<file path="src/rtl/gray_counter_n_pkg.sv">
`default_nettype none
// ============================================================================
// Module  : gray_counter_n_pkg
// Purpose : Shared constants for the Gray counter / converter block:
//           bound behaviour, converter mode encodings and the default width.
// Ports   : none (package)
// Revision: 1.0 - initial release
// ============================================================================
package gray_counter_n_pkg;

  // Default counter / converter width in bits.
  localparam int DEFAULT_WIDTH = 4;

  // Bound behaviour selected by the WRAP parameter.
  localparam int WRAP_SAT = 0;  // hold at the bound
  localparam int WRAP_EN  = 1;  // roll over modulo 2^WIDTH

  // Converter mode encodings carried on cv_mode.
  localparam logic CV_B2G = 1'b0;  // binary -> Gray
  localparam logic CV_G2B = 1'b1;  // Gray -> binary

endpackage : gray_counter_n_pkg
`default_nettype wire

</file>
<file path="src/rtl/gray_counter_n_gray_to_bin.sv">
`default_nettype none
// ============================================================================
// Module  : gray_to_bin
// Purpose : Combinational Gray-to-binary converter. Each binary bit is the
//           XOR of all Gray bits at and above its position.
// Ports   : gray_in  - Gray-coded operand (WIDTH bits)
//           bin_out  - binary result (WIDTH bits)
// Revision: 1.0 - initial release
// ============================================================================
module gray_to_bin #(
  parameter int WIDTH = 4
) (
  input  logic [WIDTH-1:0] gray_in,
  output logic [WIDTH-1:0] bin_out
);

  // The MSB passes straight through; every lower bit folds in the
  // already-decoded bit above it, forming a prefix XOR from the top down.
  assign bin_out[WIDTH-1] = gray_in[WIDTH-1];

  genvar i;
  generate
    for (i = WIDTH - 2; i >= 0; i--) begin : g_bit
      assign bin_out[i] = bin_out[i+1] ^ gray_in[i];
    end
  endgenerate

endmodule : gray_to_bin
`default_nettype wire

</file>
<file path="src/rtl/gray_counter_n.sv">
`default_nettype none
// ============================================================================
// Module  : gray_counter_n
// Purpose : Up/down binary counter with registered Gray-code output, load,
//           wrap-or-saturate bound handling and a terminal-count flag, plus
//           an independent one-cycle binary<->Gray converter.
// Ports   : clk          - clock, rising edge
//           rst          - synchronous active-high reset
//           en           - count enable
//           up           - direction, 1 = increment, 0 = decrement
//           load         - synchronous load strobe (beats en)
//           load_bin     - binary load value
//           bin          - registered binary count
//           gray         - registered Gray code of the count
//           tc           - registered terminal-count flag
//           cv_valid_in  - converter operand valid
//           cv_mode      - 0 = binary->Gray, 1 = Gray->binary
//           cv_in        - converter operand
//           cv_valid_out - converter result valid (cv_valid_in delayed 1)
//           cv_out       - converter result, held while no new operand
// Revision: 1.0 - initial release
// ============================================================================
module gray_counter_n
  import gray_counter_n_pkg::*;
#(
  parameter int WIDTH = DEFAULT_WIDTH,
  parameter int WRAP  = WRAP_EN
) (
  input  logic             clk,
  input  logic             rst,
  input  logic             en,
  input  logic             up,
  input  logic             load,
  input  logic [WIDTH-1:0] load_bin,
  output logic [WIDTH-1:0] bin,
  output logic [WIDTH-1:0] gray,
  output logic             tc,
  input  logic             cv_valid_in,
  input  logic             cv_mode,
  input  logic [WIDTH-1:0] cv_in,
  output logic             cv_valid_out,
  output logic [WIDTH-1:0] cv_out
);

  localparam logic [WIDTH-1:0] MAX_COUNT = {WIDTH{1'b1}};
  localparam logic [WIDTH-1:0] MIN_COUNT = {WIDTH{1'b0}};
  localparam logic [WIDTH-1:0] ONE       = {{(WIDTH-1){1'b0}}, 1'b1};
  localparam bit               DO_WRAP   = (WRAP != WRAP_SAT);

  // --------------------------------------------------------------------------
  // Counter
  // --------------------------------------------------------------------------
  logic [WIDTH-1:0] bin_d,  bin_q;
  logic [WIDTH-1:0] gray_d, gray_q;
  logic             tc_d,   tc_q;
  logic             at_bound;

  always_comb begin
    bin_d    = bin_q;
    tc_d     = 1'b0;
    at_bound = up ? (bin_q == MAX_COUNT) : (bin_q == MIN_COUNT);

    if (load) begin
      bin_d = load_bin;
    end else if (en) begin
      if (at_bound) begin
        // Stepping past the bound either rolls over or is refused; both
        // cases raise tc for the following cycle.
        tc_d = 1'b1;
        if (DO_WRAP) begin
          bin_d = up ? MIN_COUNT : MAX_COUNT;
        end
      end else begin
        bin_d = up ? (bin_q + ONE) : (bin_q - ONE);
      end
    end

    // Gray is derived from the next binary value so both registers always
    // describe the same count.
    gray_d = bin_d ^ (bin_d >> 1);
  end

  always_ff @(posedge clk) begin
    if (rst) begin
      bin_q  <= '0;
      gray_q <= '0;
      tc_q   <= 1'b0;
    end else begin
      bin_q  <= bin_d;
      gray_q <= gray_d;
      tc_q   <= tc_d;
    end
  end

  assign bin  = bin_q;
  assign gray = gray_q;
  assign tc   = tc_q;

  // --------------------------------------------------------------------------
  // Converter
  // --------------------------------------------------------------------------
  logic [WIDTH-1:0] cv_g2b;
  logic [WIDTH-1:0] cv_result;
  logic [WIDTH-1:0] cv_out_d,       cv_out_q;
  logic             cv_valid_out_d, cv_valid_out_q;

  gray_to_bin #(
    .WIDTH (WIDTH)
  ) u_gray_to_bin (
    .gray_in (cv_in),
    .bin_out (cv_g2b)
  );

  always_comb begin
    cv_result      = (cv_mode == CV_G2B) ? cv_g2b : (cv_in ^ (cv_in >> 1));
    cv_valid_out_d = cv_valid_in;
    cv_out_d       = cv_valid_in ? cv_result : cv_out_q;
  end

  always_ff @(posedge clk) begin
    if (rst) begin
      cv_valid_out_q <= 1'b0;
      cv_out_q       <= '0;
    end else begin
      cv_valid_out_q <= cv_valid_out_d;
      cv_out_q       <= cv_out_d;
    end
  end

  assign cv_valid_out = cv_valid_out_q;
  assign cv_out       = cv_out_q;

endmodule : gray_counter_n
`default_nettype wire

</file>
<file path="config.mk">
export PLATFORM = sky130hd
export DESIGN_NAME = gray_counter_n
export DESIGN_NICKNAME = d
export VERILOG_FILES = /design/src/rtl/gray_counter_n_pkg.sv /design/src/rtl/gray_counter_n_gray_to_bin.sv /design/src/rtl/gray_counter_n.sv
export SDC_FILE = /design/constraint.sdc
export NUM_CORES = 1
export LEC_CHECK = 0
export CAP_MARGIN = 20
export CELL_PAD_IN_SITES_DETAIL_PLACEMENT = 1
export CELL_PAD_IN_SITES_GLOBAL_PLACEMENT = 2
export CORE_MARGIN = 10
export CORE_UTILIZATION = 25
export DETAILED_ROUTE_END_ITERATION = 6
export PLACE_DENSITY = 0.78
export SLEW_MARGIN = 20
export SYNTH_ARGS = -nofsm -noshare
export SYNTH_HDL_FRONTEND = slang
export SYNTH_SLANG_ARGS = --single-unit
</file>
<file path="constraint.sdc">
create_clock -name clk -period 3.2 [get_ports clk]
set_input_delay 0.32 -clock clk [delete_from_list [all_inputs] [get_ports clk]]
set_output_delay 0.32 -clock clk [all_outputs]
set_load 0.02 [all_outputs]
</file>
==> flow_summary.ini, run 1 <==
[setup_path]
cp.arrival_ns = 2.40
path_max_fanout = 6
worstSetupPathType = input port to register
critPathSlowestCell = clkdlybuf4s50_1
start_kind = input port
cpPeakStageDelay_ns = 0.61
critPathCaptureType = register
critPathRequiredTime_ns = 3.37
cp_cell_sequence = clkdlybuf4s50_1, inv_1, ha_1, xor2_1, o21ai_1, a221o_2, nor2b_4, mux2_4

[power_and_ir_drop]
cellLeakagePower_nw = 0.4140
vdd_ir_drop_max_mv = 0.2657
power_density_nw_per_um2 = 419.1

[logic_synthesis]
synth_nets = 98
netlist_top_cells_area = dfxtp_1, xor2_1, nor2_1
synthTopCellsByCount = dfxtp_1, nor2_1, xor2_1, nand2_1, xnor2_1
synth.most_common_cell = dfxtp_1
synth_area_leader_cell = dfxtp_1
synth_cell_types = 29
synthFlopType = dfxtp_1
synth_compound_gate_area_share_pct = 11.76
seq_area_frac_synth_pct = 35.99
synth-xor-area-share_pct = 13.32
synth_top_family_by_area = simple AND/OR/NAND/NOR gates
synth-async-reset-ratio_pct = 0
synth_cells = 80
synth-simple-area-share_pct = 18.34
yosysWarningCount = 0
synth_top_area_share_pct = 35.99
synth_fa_ha_area_share_pct = 6.228
syn_area_um2 = 723.2
synth_edf_count = 0
avgSynthCellArea_um2 = 9.040
synth_mux_area_share_pct = 7.612
ys_ff_latch = 13

[place]
dp_hpwl_um = 1567
dpl.cell_count = 133
place_ws_ns = 0.6686
gp_congestion = 0.7635
io_buffers = 28

[global_route]
grt.overflow.total = 0
antenna_found_initial = 0
grt_pass1_vias = 662
grt_pass1_wl_um = 3125
grt_util_all_layers_pct = 7.185
grt_max_degree = 14

[run]
maxCapViolations = 0

[cts]
cts.path.max_buffers = 2
clockRootBuffer = clkbuf_4
clock_latency_ns = 0.27
numCtsBuffers = 3
post_cts_resized = 0
clock_sinks = 13
clk_pin_slew_ns = 0.07
cts_tree = built
hold_buffers = 0
htree_num_levels = 1
cts_setup_buffers = 0

[final_layout]
diodes = 0
syn_to_final_growth_pct = 43.08
fillers = 332
layout-drive-gt1-share_pct = 7.547
final_nets = 125
stdcell_count = 137

[route]
firstDrtPassIters = 2
avgViaCountPerCell = 4.620
wl_per_cell_um = 13.57
ant_nets = 0
drc = 0
dr.first_iter.drc_count = 42
totalWireLength_um = 1859
vias = 633

[sta]
setup_slack_ns = 0.9710
setup_viol = 0
hold_viol = 0
relSlewSlack_pct = 65.14
skew_ns = 0.0005350
finalMaxSlewViolations = 0
fin_setup_tns_ns = 0
worst_slew_pin_slew_ns = 0.5213
timing.final.crit_share_pct = 69.66
timing.fmax_ghz = 0.4486
period_needed_ns = 2.229
rsz0062_at_grt = no

[floorplanning]
row_count = 19
initial_core_util_pct = 26.23
die_h_um = 73.79
pin_count = 29
die_area_um2 = 5444
core_um2 = 2758
die_w_um = 73.79

[run_status]
status = finished clean

[min_path]
hold_class = register to register
==> metal layers <==
layer / global-route usage (%) / vias up / part of all wire, %
met2: 11.93 / 13 / 52
met3: 4.307 / 2 / 8.4
met1: 7.728 / 301 / 39
li1: - / 317 / -
met4: 1.242 / 0 / 0.43
met5: 0 / - / 0
==> kinds of logic after synthesis <==
kind of cell | Yosys count
buffers and inverters | 10
muxes | 5
DFF | 13
adders and majority gates | 3
and+or+nand+nor | 26
xor gates and xnor gates | 11
AOI/OAI and AO/OA | 12
==> final timing paths <==
check | end | slack (ns) | cells past startpoint | from
worst max-delay path | gray[2] | 0.97 | 8 | up
worst min-delay path | cv_out[3] | 0.50 | 2 | cv_out[3]
worst max register to register | gray[2] | 1.06 | 7 | bin[0]
worst min register to register | cv_out[3] | 0.50 | 2 | cv_out[3]
==> critical path, delay by kind of cell <==
family / cells / cell delay (ns)
buffers and inverters: 2 / 0.71
AO/OA/AOI/OAI: 2 / 0.48
adder cells (fa/ha/maj): 1 / 0.34
multiplexers: 1 / 0.26
XOR/XNOR: 1 / 0.15
AND/OR/NAND/NOR: 1 / 0.14
==> area by class of cell <==
cell class | count | area (um2) | share of cell area (%)
Clock buffer | 4 | 26.28 | 2.539
Inverter | 4 | 15.01 | 1.451
Tap cell | 31 | 38.79 | 3.748
Sequential cell | 13 | 260.3 | 25.15
Timing Repair Buffer | 28 | 280.3 | 27.09
Multi-Input combinational cell | 57 | 414.1 | 40.02
==> per-stage QoR <==
| stage | total power, mW | utilization (%) | area, um2 | hold WS [ns] |
|---|---|---|---|---|
| finish | 0.4337 | 37.52 | 1035 | 0.4961 |
| global route | 0.4678 | 37.52 | 1035 | 0.5506 |
| CTS | 0.4441 | 37.52 | 1035 | 0.5089 |
| detailed placement | 0.3426 | 36.57 | 1008 | 0.4904 |
| global placement | 0.3409 | 36.57 | 1008 | 0.4759 |
| floorplan | 0.2799 | - | 723.2 | 0.3879 |
==> cells in the final DEF (no fill, tap or decap), types with 2 or more instances in the layout <==
cell type / synthesis / layout
nand2_1: 5 / 5
o21ai_1: 2 / 2
xor2_1: 6 / 6
nand3_1: 2 / 2
xnor2_1: 5 / 5
ha_1: 2 / 2
clkbuf_4: 0 / 3
a21oi_1: 2 / 2
nor2_1: 12 / 12
mux2i_1: 4 / 4
inv_1: 4 / 4
o21ai_0: 3 / 3
clkdlybuf4s50_1: 0 / 28
dfxtp_1: 13 / 13
==> power by group <==
part           switching [mW]  internal [mW]  leakage (nW)  total (mW)
Sequential             0.0115          0.177         0.108       0.188
Combinational          0.0693         0.0777         0.291       0.147
Clock                  0.0501         0.0483        0.0150      0.0984
Total                   0.131          0.303         0.414       0.434
==> sequential cells by signal, indices dropped and copies added, names as in the netlist <==
signal,cells
cv_valid_out,1
cv_out,4
bin,4
gray,3
tc,1
(Power assumes the default switching activity.)
==> run 2: changes to the inputs <==
CORE_UTILIZATION = 23   (was 25)
PLACE_DENSITY = 0.72   (was 0.78)
clock period = 2.25 ns   (was 3.2 ns; I/O delays follow)
==> run 2 against run 1 <==
  * Total power up 46%
  * Critical path depth stayed put
  * Sequential share of layout area down 1.4 points
  * Flip-flop and latch count unchanged
  * Sequential power is 41% higher
  * Clock skew rose by 0.0033 ns
  * Die area increased by 6.3%
  * Design area increased by 5.9%
  * Utilization shrank 1.3 points
  * Non-clock buffer count rose by 6
  * Via count grew 7.1%
  * Combinational power increased by 54%
  * Critical path type unchanged
  * Critical endpoint unchanged
  * Largest cell class unchanged
==> flow_summary.ini, run 2 (same netlist as run 1, synthesis figures left out) <==
[setup_path]
critPathCaptureType = register
rr_worst_depth = 7
path_max_fanout = 4
critPathRequiredTime_ns = 2.42
critical_path_buf_inv_count = 2
cp_top_family = buffers and inverters
critPathSlowestCell = clkdlybuf4s50_1
worstSetupPathType = input port to register
path_depth = 8
cp.arrival_ns = 2.24
start_kind = input port
cp_cell_sequence = clkdlybuf4s50_1, inv_1, ha_1, xor2_1, o21ai_1, a221o_2, nor2b_4, mux2_4
cpPeakStageDelay_ns = 0.56

[final_layout]
final_cell_mix = clkdlybuf4s50_1, dfxtp_1, nor2_1, xor2_1, buf_4
design_area_um2 = 1096
layout-drive-gt1-share_pct = 12.50
syn_to_final_growth_pct = 51.56
diodes = 0
final_common_cell = clkdlybuf4s50_1
stdcell_count = 156
final_nets = 131

[sta]
hold_viol = 0
worst_slew_pin_slew_ns = 0.5449
setup_viol = 0
timing.final.crit_share_pct = 91.86
finalMaxSlewViolations = 0
period_needed_ns = 2.067
timing.fmax_ghz = 0.4838
skew_ns = 0.003842
rsz0062_at_grt = no
fin_setup_tns_ns = 0
fin_hold_ws_ns = 0.4972
relSlewSlack_pct = 63.56

[global_route]
antenna_found_initial = 0
grt_pass1_vias = 751
grt.overflow.total = 0
grt_pass1_wl_um = 3560
grt_util_all_layers_pct = 7.380
grt_max_degree = 14

[cts]
clock_sinks = 13
cts_tree = built
numCtsBuffers = 3
cts.path.max_buffers = 2
hold_buffers = 0
post_cts_resized = 0
clk_pin_slew_ns = 0.08
cts_setup_buffers = 0
htree_num_levels = 1
clockRootBuffer = clkbuf_4
clock_latency_ns = 0.28

[floorplanning]
die_h_um = 76.08
row_count = 20
core_um2 = 3028
die_w_um = 76.08
die_area_um2 = 5787
pin_count = 29
initial_core_util_pct = 23.88

[route]
dr.first_iter.drc_count = 26
ant_nets = 0
avgViaCountPerCell = 4.346
wl_per_cell_um = 13.08
firstDrtPassIters = 4
vias = 678
totalWireLength_um = 2040
drc = 0

[power_and_ir_drop]
power_density_nw_per_um2 = 578.9
vdd_ir_drop_max_mv = 0.3632
cellLeakagePower_nw = 0.4434

[place]
dp_hpwl_um = 1720
placed_cell_area_um2 = 1070
gp_congestion = 0.8022
dpl.cell_count = 152
io_buffers = 28

[min_path]
hold_class = register to register
holdPathStages = 2

[run]
maxCapViolations = 0

[run_status]
status = finished clean
[run 2: layout make-up]
type                    count  area, um2
clock buffers               4      26.28
fillers                   376       1932
inverters                   4      15.01
multi-input cells          57      414.1
flip-flops and latches     13      260.3
well taps                  44      55.05
repair buffers             34      325.3
[run 2: worst paths after layout]
kind              startpoint  slack (ns)        end
setup / recovery          up        0.18    gray[2]
hold / removal     cv_out[3]        0.50  cv_out[3]
setup reg to reg      bin[1]        0.25    gray[2]
hold reg to reg    cv_out[3]        0.50  cv_out[3]
[run 2: layer usage]
layer | share of wire (%) | vias to the layer above | track usage, %
met1 | 43 | 328 | 7.863
met5 | 0 | - | 0
met2 | 49 | 14 | 12.41
met3 | 6.6 | 5 | 3.420
met4 | 1.5 | 0 | 2.788
li1 | - | 331 | -
[run 2: power by group]
part           internal, mW  leakage [nW]  total (mW)  switching (mW)
sequential            0.251         0.108       0.265          0.0133
combinational         0.120         0.321       0.227           0.107
clock                0.0688        0.0150       0.143          0.0743
total                 0.440         0.443       0.634           0.195
[run 2: stage by stage]
step	util (%)	setup slack [ns]	power [mW]
floorplan	-	0.1453	0.3981
global placement	35.33	-0.02857	0.4967
detailed placement	35.33	-0.1288	0.5006
CTS	36.20	0.1750	0.6499
global route	36.20	0.08172	0.6815
finish	36.20	0.1830	0.6345
[run 2: worst reg2reg max path: cells and delay by family (launching register included)]
family                     cells  cell delay [ns]
DFF                            1             0.40
AOI/OAI and AO/OA              2             0.44
buffers and inverters          1             0.09
and+or+nand+nor                1             0.13
adders and majority gates      1             0.38
muxes                          1             0.27
xor gates and xnor gates       1             0.18
